===== src/rtl/move_pkg.sv =====
// move_pkg: shared encodings and helpers for the move key scheduler.
//   DIR_*     : command direction codes driven on cmd_dir
//   state_t   : scheduler FSM states
//   KEY_DIR   : key bit -> direction code map (bit0 up .. bit3 right)
//   rr_pick   : round-robin search over pending requests
//   key_dir   : direction code for a key bit index
package move_pkg;
  localparam int NKEYS = 4;
  localparam logic [1:0] DIR_UP    = 2'd0;
  localparam logic [1:0] DIR_DOWN  = 2'd1;
  localparam logic [1:0] DIR_LEFT  = 2'd2;
  localparam logic [1:0] DIR_RIGHT = 2'd3;
  localparam logic [7:0] KEY_DIR = {DIR_RIGHT, DIR_LEFT, DIR_DOWN, DIR_UP};
  typedef enum logic [1:0] {IDLE, ISSUE, WAIT_DONE} state_t;
  // Returns {found, index}; searches last+1 .. last+4 (mod 4), nearest wins.
  function automatic logic [2:0] rr_pick(input logic [3:0] req, input logic [1:0] last);
    logic [1:0] idx;
    rr_pick = {1'b0, last};
    for (int k = 4; k >= 1; k--) begin
      idx = last + 2'(k);
      if (req[idx]) rr_pick = {1'b1, idx};
    end
  endfunction
  function automatic logic [1:0] key_dir(input logic [1:0] k);
    return KEY_DIR[{k, 1'b0} +: 2];
  endfunction
endpackage


===== src/rtl/key_filter.sv =====
// key_filter: debounces one raw key and emits a one-cycle press pulse.
//   clk, rst_n : clock, async active-low reset
//   raw        : raw key level
//   filtered   : debounced level, follows raw after DEBOUNCE_CYCLES stable cycles
//   press      : one-cycle pulse the cycle after filtered rises
module key_filter #(
  parameter int DEBOUNCE_CYCLES = 4
) (
  input  logic clk,
  input  logic rst_n,
  input  logic raw,
  output logic filtered,
  output logic press
);
  localparam int CNT_W = $clog2(DEBOUNCE_CYCLES + 1);
  localparam logic [CNT_W-1:0] LAST = CNT_W'(DEBOUNCE_CYCLES - 1);
  logic [CNT_W-1:0] cnt;
  logic filt_d;
  logic diff;
  assign diff = raw ^ filtered;
  always_ff @(posedge clk or negedge rst_n) begin
    if (!rst_n) begin
      cnt      <= '0;
      filtered <= 1'b0;
      filt_d   <= 1'b0;
      press    <= 1'b0;
    end else begin
      cnt      <= (diff && cnt != LAST) ? cnt + 1'b1 : '0;
      filtered <= (diff && cnt == LAST) ? ~filtered : filtered;
      filt_d   <= filtered;
      press    <= filtered & ~filt_d;
    end
  end
endmodule


===== src/rtl/move_key_scheduler.sv =====
// move_key_scheduler: debounces four direction keys, buffers presses and
// issues them one at a time, round-robin, to the move engine.
//   clk, rst_n : clock, async active-low reset
//   key_raw    : raw keys, bit0 up, bit1 down, bit2 left, bit3 right
//   enable     : game active; low clears and blocks pending requests
//   cmd_ready  : engine accepts the offered command
//   move_done  : engine finished the accepted move (one-cycle pulse)
//   cmd_valid  : command offered
//   cmd_dir    : offered direction (meaningful while cmd_valid)
//   busy       : scheduler not idle
//   pending    : buffered request bits
module move_key_scheduler
  import move_pkg::*;
#(
  parameter int DEBOUNCE_CYCLES = 4
) (
  input  logic       clk,
  input  logic       rst_n,
  input  logic [3:0] key_raw,
  input  logic       enable,
  input  logic       cmd_ready,
  input  logic       move_done,
  output logic       cmd_valid,
  output logic [1:0] cmd_dir,
  output logic       busy,
  output logic [3:0] pending
);
  state_t state, state_n;
  logic [1:0] last_grant, last_n, dir_n, g;
  logic [3:0] press, level_unused, clr, pending_n;
  logic valid_n, hit;
  for (genvar i = 0; i < NKEYS; i++) begin : g_key
    key_filter #(.DEBOUNCE_CYCLES(DEBOUNCE_CYCLES)) u_filter (
      .clk      (clk),
      .rst_n    (rst_n),
      .raw      (key_raw[i]),
      .filtered (level_unused[i]),
      .press    (press[i])
    );
  end
  always_comb begin
    {hit, g} = rr_pick(pending, last_grant);
    state_n  = state;
    valid_n  = cmd_valid;
    dir_n    = cmd_dir;
    last_n   = last_grant;
    clr      = '0;
    case (state)
      IDLE: if (enable && hit) begin
        state_n = ISSUE;
        valid_n = 1'b1;
        dir_n   = key_dir(g);
        last_n  = g;
        clr     = 4'b0001 << g;
      end
      ISSUE: if (cmd_ready) begin
        state_n = WAIT_DONE;
        valid_n = 1'b0;
      end
      WAIT_DONE: if (move_done) state_n = IDLE;
      default: state_n = IDLE;
    endcase
    // A press arriving on the bit being granted re-arms it (set beats clear).
    pending_n = enable ? (pending & ~clr) | press : '0;
  end
  always_ff @(posedge clk or negedge rst_n) begin
    if (!rst_n) begin
      state      <= IDLE;
      last_grant <= DIR_RIGHT;
      cmd_valid  <= 1'b0;
      cmd_dir    <= DIR_UP;
      busy       <= 1'b0;
      pending    <= '0;
    end else begin
      state      <= state_n;
      last_grant <= last_n;
      cmd_valid  <= valid_n;
      cmd_dir    <= dir_n;
      busy       <= state_n != IDLE;
      pending    <= pending_n;
    end
  end
endmodule


===== config.mk =====
export PLATFORM = sky130hd
export DESIGN_NAME = move_key_scheduler
export DESIGN_NICKNAME = d
export VERILOG_FILES = /design/src/rtl/move_pkg.sv /design/src/rtl/key_filter.sv /design/src/rtl/move_key_scheduler.sv
export SDC_FILE = /design/constraint.sdc
export NUM_CORES = 1
export LEC_CHECK = 0
export ABC_AREA = 1
export CORE_MARGIN = 1.5
export CORE_UTILIZATION = 35
export DETAILED_ROUTE_END_ITERATION = 8
export DONT_BUFFER_PORTS = 1
export SLEW_MARGIN = 5
export SYNTH_ARGS = -nofsm -noshare
export SYNTH_HDL_FRONTEND = slang
export SYNTH_SLANG_ARGS = --single-unit

===== constraint.sdc =====
create_clock -name clk -period 4.8 [get_ports clk]
set_clock_uncertainty 0.1 [all_clocks]
set_input_delay 0.72 -clock clk [delete_from_list [all_inputs] [get_ports clk]]
set_output_delay 0.72 -clock clk [all_outputs]
set_load 0.03 [all_outputs]

======== Word-level counts from Yosys, hierarchy flattened ========
Index checks and enable logic that the tools add are counted.
word-level totals
  output and inout bits ................... 8
  word-level logic and storage cells ...... 106
  input port bits ......................... 9
  bits in registers ....................... 36
operators by class
  shift-type cells ........................ 2
  bitwise gates (word level) .............. 19
  reduce and logical (&&, ||, !) cells .... 14
  order comparisons ....................... 4
  multiplexer cells ....................... 26
  equality and inequality tests ........... 12
  add/subtract/negate cells ............... 7
operators by type and width
  cell                                                        count
  two-way mux 3 bit                                           8
  adder 3 x 1 -> 3 bit, second input constant                 4
  == test 3 x 2 -> 1 bit, second input constant               4
  less-than comparator 2 x 3 -> 1 bit, second input constant  4
  two-way mux 4 bit                                           3
  inequality test 3 x 2 -> 1 bit, second input constant       4
  logical AND 1 bit                                           9
  binary-select mux 1 bit (select 2 bit)                      4
  NOT 1 bit                                                   8
  indexed part select 8 x 4 -> 2 bit, first input constant    1
  two-way mux 1 bit                                           6
  two-way mux 2 bit                                           3
  case mux 2 bit (3 select lines)                             1
  adder 2 bit, second input constant                          2
  bitwise AND 1 bit                                           4
  bitwise AND 4 bit                                           1
  inequality test 2 bit, second input constant                2
  NOT 4 bit                                                   1
  OR 4 bit                                                    1
  nonzero test 2 bit                                          2
  << shifter 1 x 2 -> 4 bit, first input constant             1
  XOR 1 bit                                                   4
  AND reduction 3 bit                                         1
  adder 2 x 1 -> 2 bit, second input constant                 1
  other kinds (5)                                             5

======== Logic depth before layout (Yosys ltp) ========
  depth after elaboration ................. 13
  mapped depth ............................ 11
  mapped depth without buffers ............ 11

======== By module ========
Synthesis repeated with hierarchy kept, for this count alone.
unflattened totals
  cells, all modules ...................... 186
  area total of the unflattened synthesis .. 1642.8 µm²
modules (own cells, without submodules)
  module              times used  area an instance (µm²)  cells an instance
  key_filter          4           229.0                   21
  move_key_scheduler  1           726.9                   102

======== Least setup slack after synthesis ========
OpenSTA, ideal clock, no wires.
  path kind ............................... reg2reg
  from .................................... reg pending[1]
  to ...................................... reg cmd_dir[0]
  cell stages (with the launch flop) ...... 10
  library setup time ...................... 0.121 ns
  setup slack ............................. 3.251 ns
  buffers on the path ..................... 0
  period minus slack after synthesis ...... 1.549 ns
  arrival ................................. 1.327 ns
  required time ........................... 4.579 ns
  path through ............................ dfrtp_1 inv_1 o21ai_2 nand2_1 nand2_1 inv_2 nand2_2 nand2_1 a21oi_1 nor2_1
between the ends
  longest elaborated chain between the ends .. 8
  elaborated cells between the ends (all ways) .. 15
  classes of those cells .................. shift (1); mux (12); reduce/logical (2)
ends and longest elaborated chain
  item                                                                                        line                      RTL
  start: declaration                                                                          move_key_scheduler.sv:26  output logic [3:0] pending
  start signal: assignment                                                                    move_key_scheduler.sv:80  pending <= pending_n;
  binary-select mux 1 bit (select 2 bit)                                                      move_pkg.sv:21            if (req[idx]) rr_pick = {1'b1, idx};
  two-way mux 1 bit (not written as such)                                                     move_pkg.sv:21
  two-way mux 3 bit (3 in a row)                                                              move_pkg.sv:21
  two-way mux 3 bit *                                                                         move_pkg.sv:21
  parallel branches: the longest is 2 deep, another holds indexed part select 8 x 4 -> 2 bit  --
  end signal: assignment                                                                      move_key_scheduler.sv:78  cmd_dir <= dir_n;
  end: declaration                                                                            move_key_scheduler.sv:24  output logic [1:0] cmd_dir,
Every way passes the cells marked *. The select of a mux whose other input is x is not followed.
A chain may end at the register's enable or synchronous reset.

======== Final worst setup path ========
  from .................................... reg last_grant[0]
  to ...................................... reg pending[0]
between the ends
  longest elaborated chain between the ends .. 13
  elaborated cells between the ends (all ways) .. 23
  classes of those cells .................. add/sub (3); shift (1); mux (15); bitwise (3); reduce/logical (1)
ends and longest elaborated chain
  item                                                                          line                                                RTL
  start: declaration                                                            move_key_scheduler.sv:29                            logic [1:0] last_grant, last_n, dir_n, g;
  start signal: assignment                                                      move_key_scheduler.sv:76                            last_grant <= last_n;
  adder 2 bit or binary-select mux 1 bit (select 2 bit) (tied branches)         move_pkg.sv:20, move_pkg.sv:21
  binary-select mux 1 bit (select 2 bit) or two-way mux 1 bit (tied branches)   move_pkg.sv:21
  two-way mux 1 bit (not written as such) or two-way mux 3 bit (tied branches)  move_pkg.sv:21
  two-way mux 3 bit (2 in a row)                                                move_pkg.sv:21
  two-way mux 3 bit *                                                           move_pkg.sv:21
  << shifter 1 x 2 -> 4 bit or logical AND 1 bit (tied branches)                move_key_scheduler.sv:54, move_key_scheduler.sv:49
  two-way mux 4 bit *                                                           move_key_scheduler.sv:49                            IDLE: if (enable && hit) begin
  two-way mux 4 bit *                                                           move_key_scheduler.sv:48                            case (state)
  NOT 4 bit *                                                                   move_key_scheduler.sv:64                            pending_n = enable ? (pending & ~clr) | press : '0;
  bitwise AND 4 bit *                                                           move_key_scheduler.sv:64
  OR 4 bit *                                                                    move_key_scheduler.sv:64
  two-way mux 4 bit *                                                           move_key_scheduler.sv:64
  net pending_n[0]                                                              move_key_scheduler.sv:30                            logic [3:0] press, level_unused, clr, pending_n;
The timed path passes the listed nets; every way through them passes the cells marked *. The select of a mux whose other input is x is not followed.

==> results.yml <==
sta:
  fmax_ghz: 0.531
  finalSetupViolations: 0
  period_share_pct: 39.3
  fin_tns_setup_ns: 0
  tightest_slew_ns: 0.435
  hold_viol: 0
  drv_slew: 0
  grt_setup_unrepaired: "no"
  slew_headroom_pct: 71.0
  period_minus_slack_ns: 1.88
worst_setup_path:
  cp-end-kind: "flip-flop"
  crit_type: "reg -> reg"
  crit_required_ns: 4.87
  r2r_start: "last_grant[0]"
  cp.arrival_ns: 1.96
  r2r_slack_ns: 2.92
  start_kind: "flip-flop"
  r2r-end: "pending[0]"
  path_max_fanout: 11
  crit_start: "last_grant[0]"
  reg2regPathDepth: 9
hold_path:
  hold_class: "in -> async"
pwr:
  power.density_mw_per_mm2: 699
  seqPwrFrac_pct: 48.0
  p_leak_uw: 0.000898
  ir_worst_vdd_v: 0.000268
  p_int_uw: 710
  p_sw_uw: 514
  switching_share_pct: 42.0
  comb_power_share_pct: 34.4
  clkPwrFrac_pct: 17.6
floorplan:
  die-area_sq_mm: 0.00500
  die_y_microns: 70.7
  core_sq_mm: 0.00438
  start_util_pct: 36.6
  dieWidth_microns: 70.7
  rows: 24
  num_io_pins: 17
final_layout:
  drive_gt1_share_pct: 9.52
  diodes: 0
  fillCellCount: 459
  area_delta_synth_final_pct: 9.13
  nNetsFinal: 205
  fin_cells: 241
global_routing:
  grt_pass1_wl_microns: 4500
  grt_use_total_pct: 11.6
  antenna_found_initial: 0
  grt_max_degree: 37
  global_route.overflow_total: 0
  grt_pass1_vias: 1055
placement:
  place_hpwl_microns: 1860
  place_inst: 233
  port_buffers: 0
  place_congestion: 0.840
route:
  postRouteAntennaNets: 0
  post_drt_wl_per_cell_microns: 10.8
  routed_wl_microns: 2610
  drt_iter0_drc: 64
  via_per_inst: 4.72
  dr.pass1.iters: 4
  vias: 1137
  drc: 0
synthesis:
  synth_edf_count: 0
  ys.flop_type: "dfrtp_1"
  syn_nets: 199
  synth-seq-cells: 36
  yosysSeqAreaShare_pct: 56.3
  synth-async-reset-ratio_pct: 100
  ys_types: 18
  yosysWarnings: 0
  avgSynthCellArea_sq_um: 8.81
  syn_area_sq_mm: 0.00160
  synthCells: 182
cts:
  cts_buffers: 5
  cts_setup_buffers: 0
  tritoncts: "built"
  clk_pin_slew_ns: 0.07
  root_buffer: "clkbuf_8"
  clk_latency_ns: 0.28
  cts_resized: 0
  cts_max_level: 2
  cts.sinks: 36
  clockBufferDepth: 2
  ctsHoldBuffers: 0
run_status:
  status: "finished, final reports clean"
flow_run:
  cap_violations: 0
==> final cells by class <==
| cell class | count | area (sq um) | area share [%] |
|---|---|---|---|
| clock inverter | 2 | 10.0 | 0.572 |
| multi-input combinational | 115 | 577 | 33.0 |
| inverter | 30 | 113 | 6.43 |
| sequential | 36 | 903 | 51.6 |
| tap | 52 | 65.1 | 3.72 |
| clock buffer | 6 | 82.6 | 4.72 |
==> synth_stat cells, types with 2 or more instances <==
cell / number / area share [%]
inv_1: 28 / 6.6
nand2_2: 3 / 1.2
nand3_1: 4 / 1.2
ha_1: 8 / 6.2
o21ai_0: 11 / 3.4
inv_2: 2 / 0.47
nor2_1: 21 / 4.9
a21oi_1: 10 / 3.1
nand2_1: 48 / 11
dfrtp_1: 34 / 53
nand4_1: 5 / 2.0
dfstp_2: 2 / 3.3
==> worst max path at each step <==
stage	endpoint	slack (ns)	cells after the start
final	pending[0]	2.92	9
after global routing	cmd_dir[0]	2.75	9
after CTS	pending[0]	2.94	9
after detailed placement	pending[0]	2.95	9
after global placement	pending[1]	2.98	9
after floorplan	cmd_dir[0]	3.25	9
==> power groups by stage <==
stage	registers, uW	logic (uW)	clock network (uW)
after detailed placement	596	420	0
after CTS	590	423	225
after global placement	592	419	0
final	588	420	215
after global routing	606	495	239
after floorplan	563	365	0
==> sequential cells by signal (all words and copies together) (netlist names) <==
signal and count:
g_key.u_filter.press 4, last_grant 2, pending 4, state 2, cmd_valid 1, busy 1, g_key.u_filter.cnt 12, cmd_dir 2
g_key.u_filter.filt_d 4, g_key.u_filter.filtered 4
==> cell families (layout without fill, tap and decap cells) <==
logic type	count (synthesis)	count (layout)	share of synthesized area, %
flops	36	36	56.3
buf+inv	31	38	7.72
compound gates	22	22	7.10
simple gates	85	85	22.6
fa+ha+maj	8	8	6.24
==> stage by stage <==
stage | util [%] | hold slack, ns | worst slack [ns] | power [uW] | area [sq um]
6_report | 39.9 | 0.0261 | 2.92 | 1220 | 1750
5_1_grt | 39.9 | 0.000804 | 2.75 | 1340 | 1750
4_1_cts | 39.9 | 0.0106 | 2.94 | 1240 | 1750
3_5_place_dp | 37.8 | 0.287 | 2.95 | 1020 | 1660
3_3_place_gp | 37.8 | 0.282 | 2.98 | 1010 | 1660
2_1_floorplan | - | 0.277 | 3.25 | 928 | 1600
==> critical path: stages, from the launching register on <==
cell and delay [ns]:
dfstp_2 0.63, inv_1 0.16, nand2_1 0.10, nand2_2 0.07
nand2_1 0.08, o21ai_0 0.10, o21ai_0 0.24, nand4_1 0.14
nand2_1 0.09, a21oi_1 0.06
==> layout by cell type (no fill, tap or decap) <==
master	instances
o21ai_0	11
nor2_4	1
clkbuf_8	6
nand2_1	48
nand3_1	4
inv_1	28
nand4_1	5
dfstp_2	2
nor3_1	1
nor3_2	1
dfrtp_1	34
inv_2	2
o21ai_2	1
nand2_2	3
a21oi_1	10
nor2_1	21
clkinv_2	2
nand3b_1	1
ha_1	8
==> routing by layer <==
layer / GRT usage, % / vias up / wire length (microns)
li1: - / 583 / -
met1: 13.9 / 519 / 1190
met2: 17.2 / 28 / 1160
met3: 5.70 / 7 / 192
met4: 6.29 / 0 / 65
met5: 0 / - / 0
Note: power is estimated with default switching activity, not from simulation.
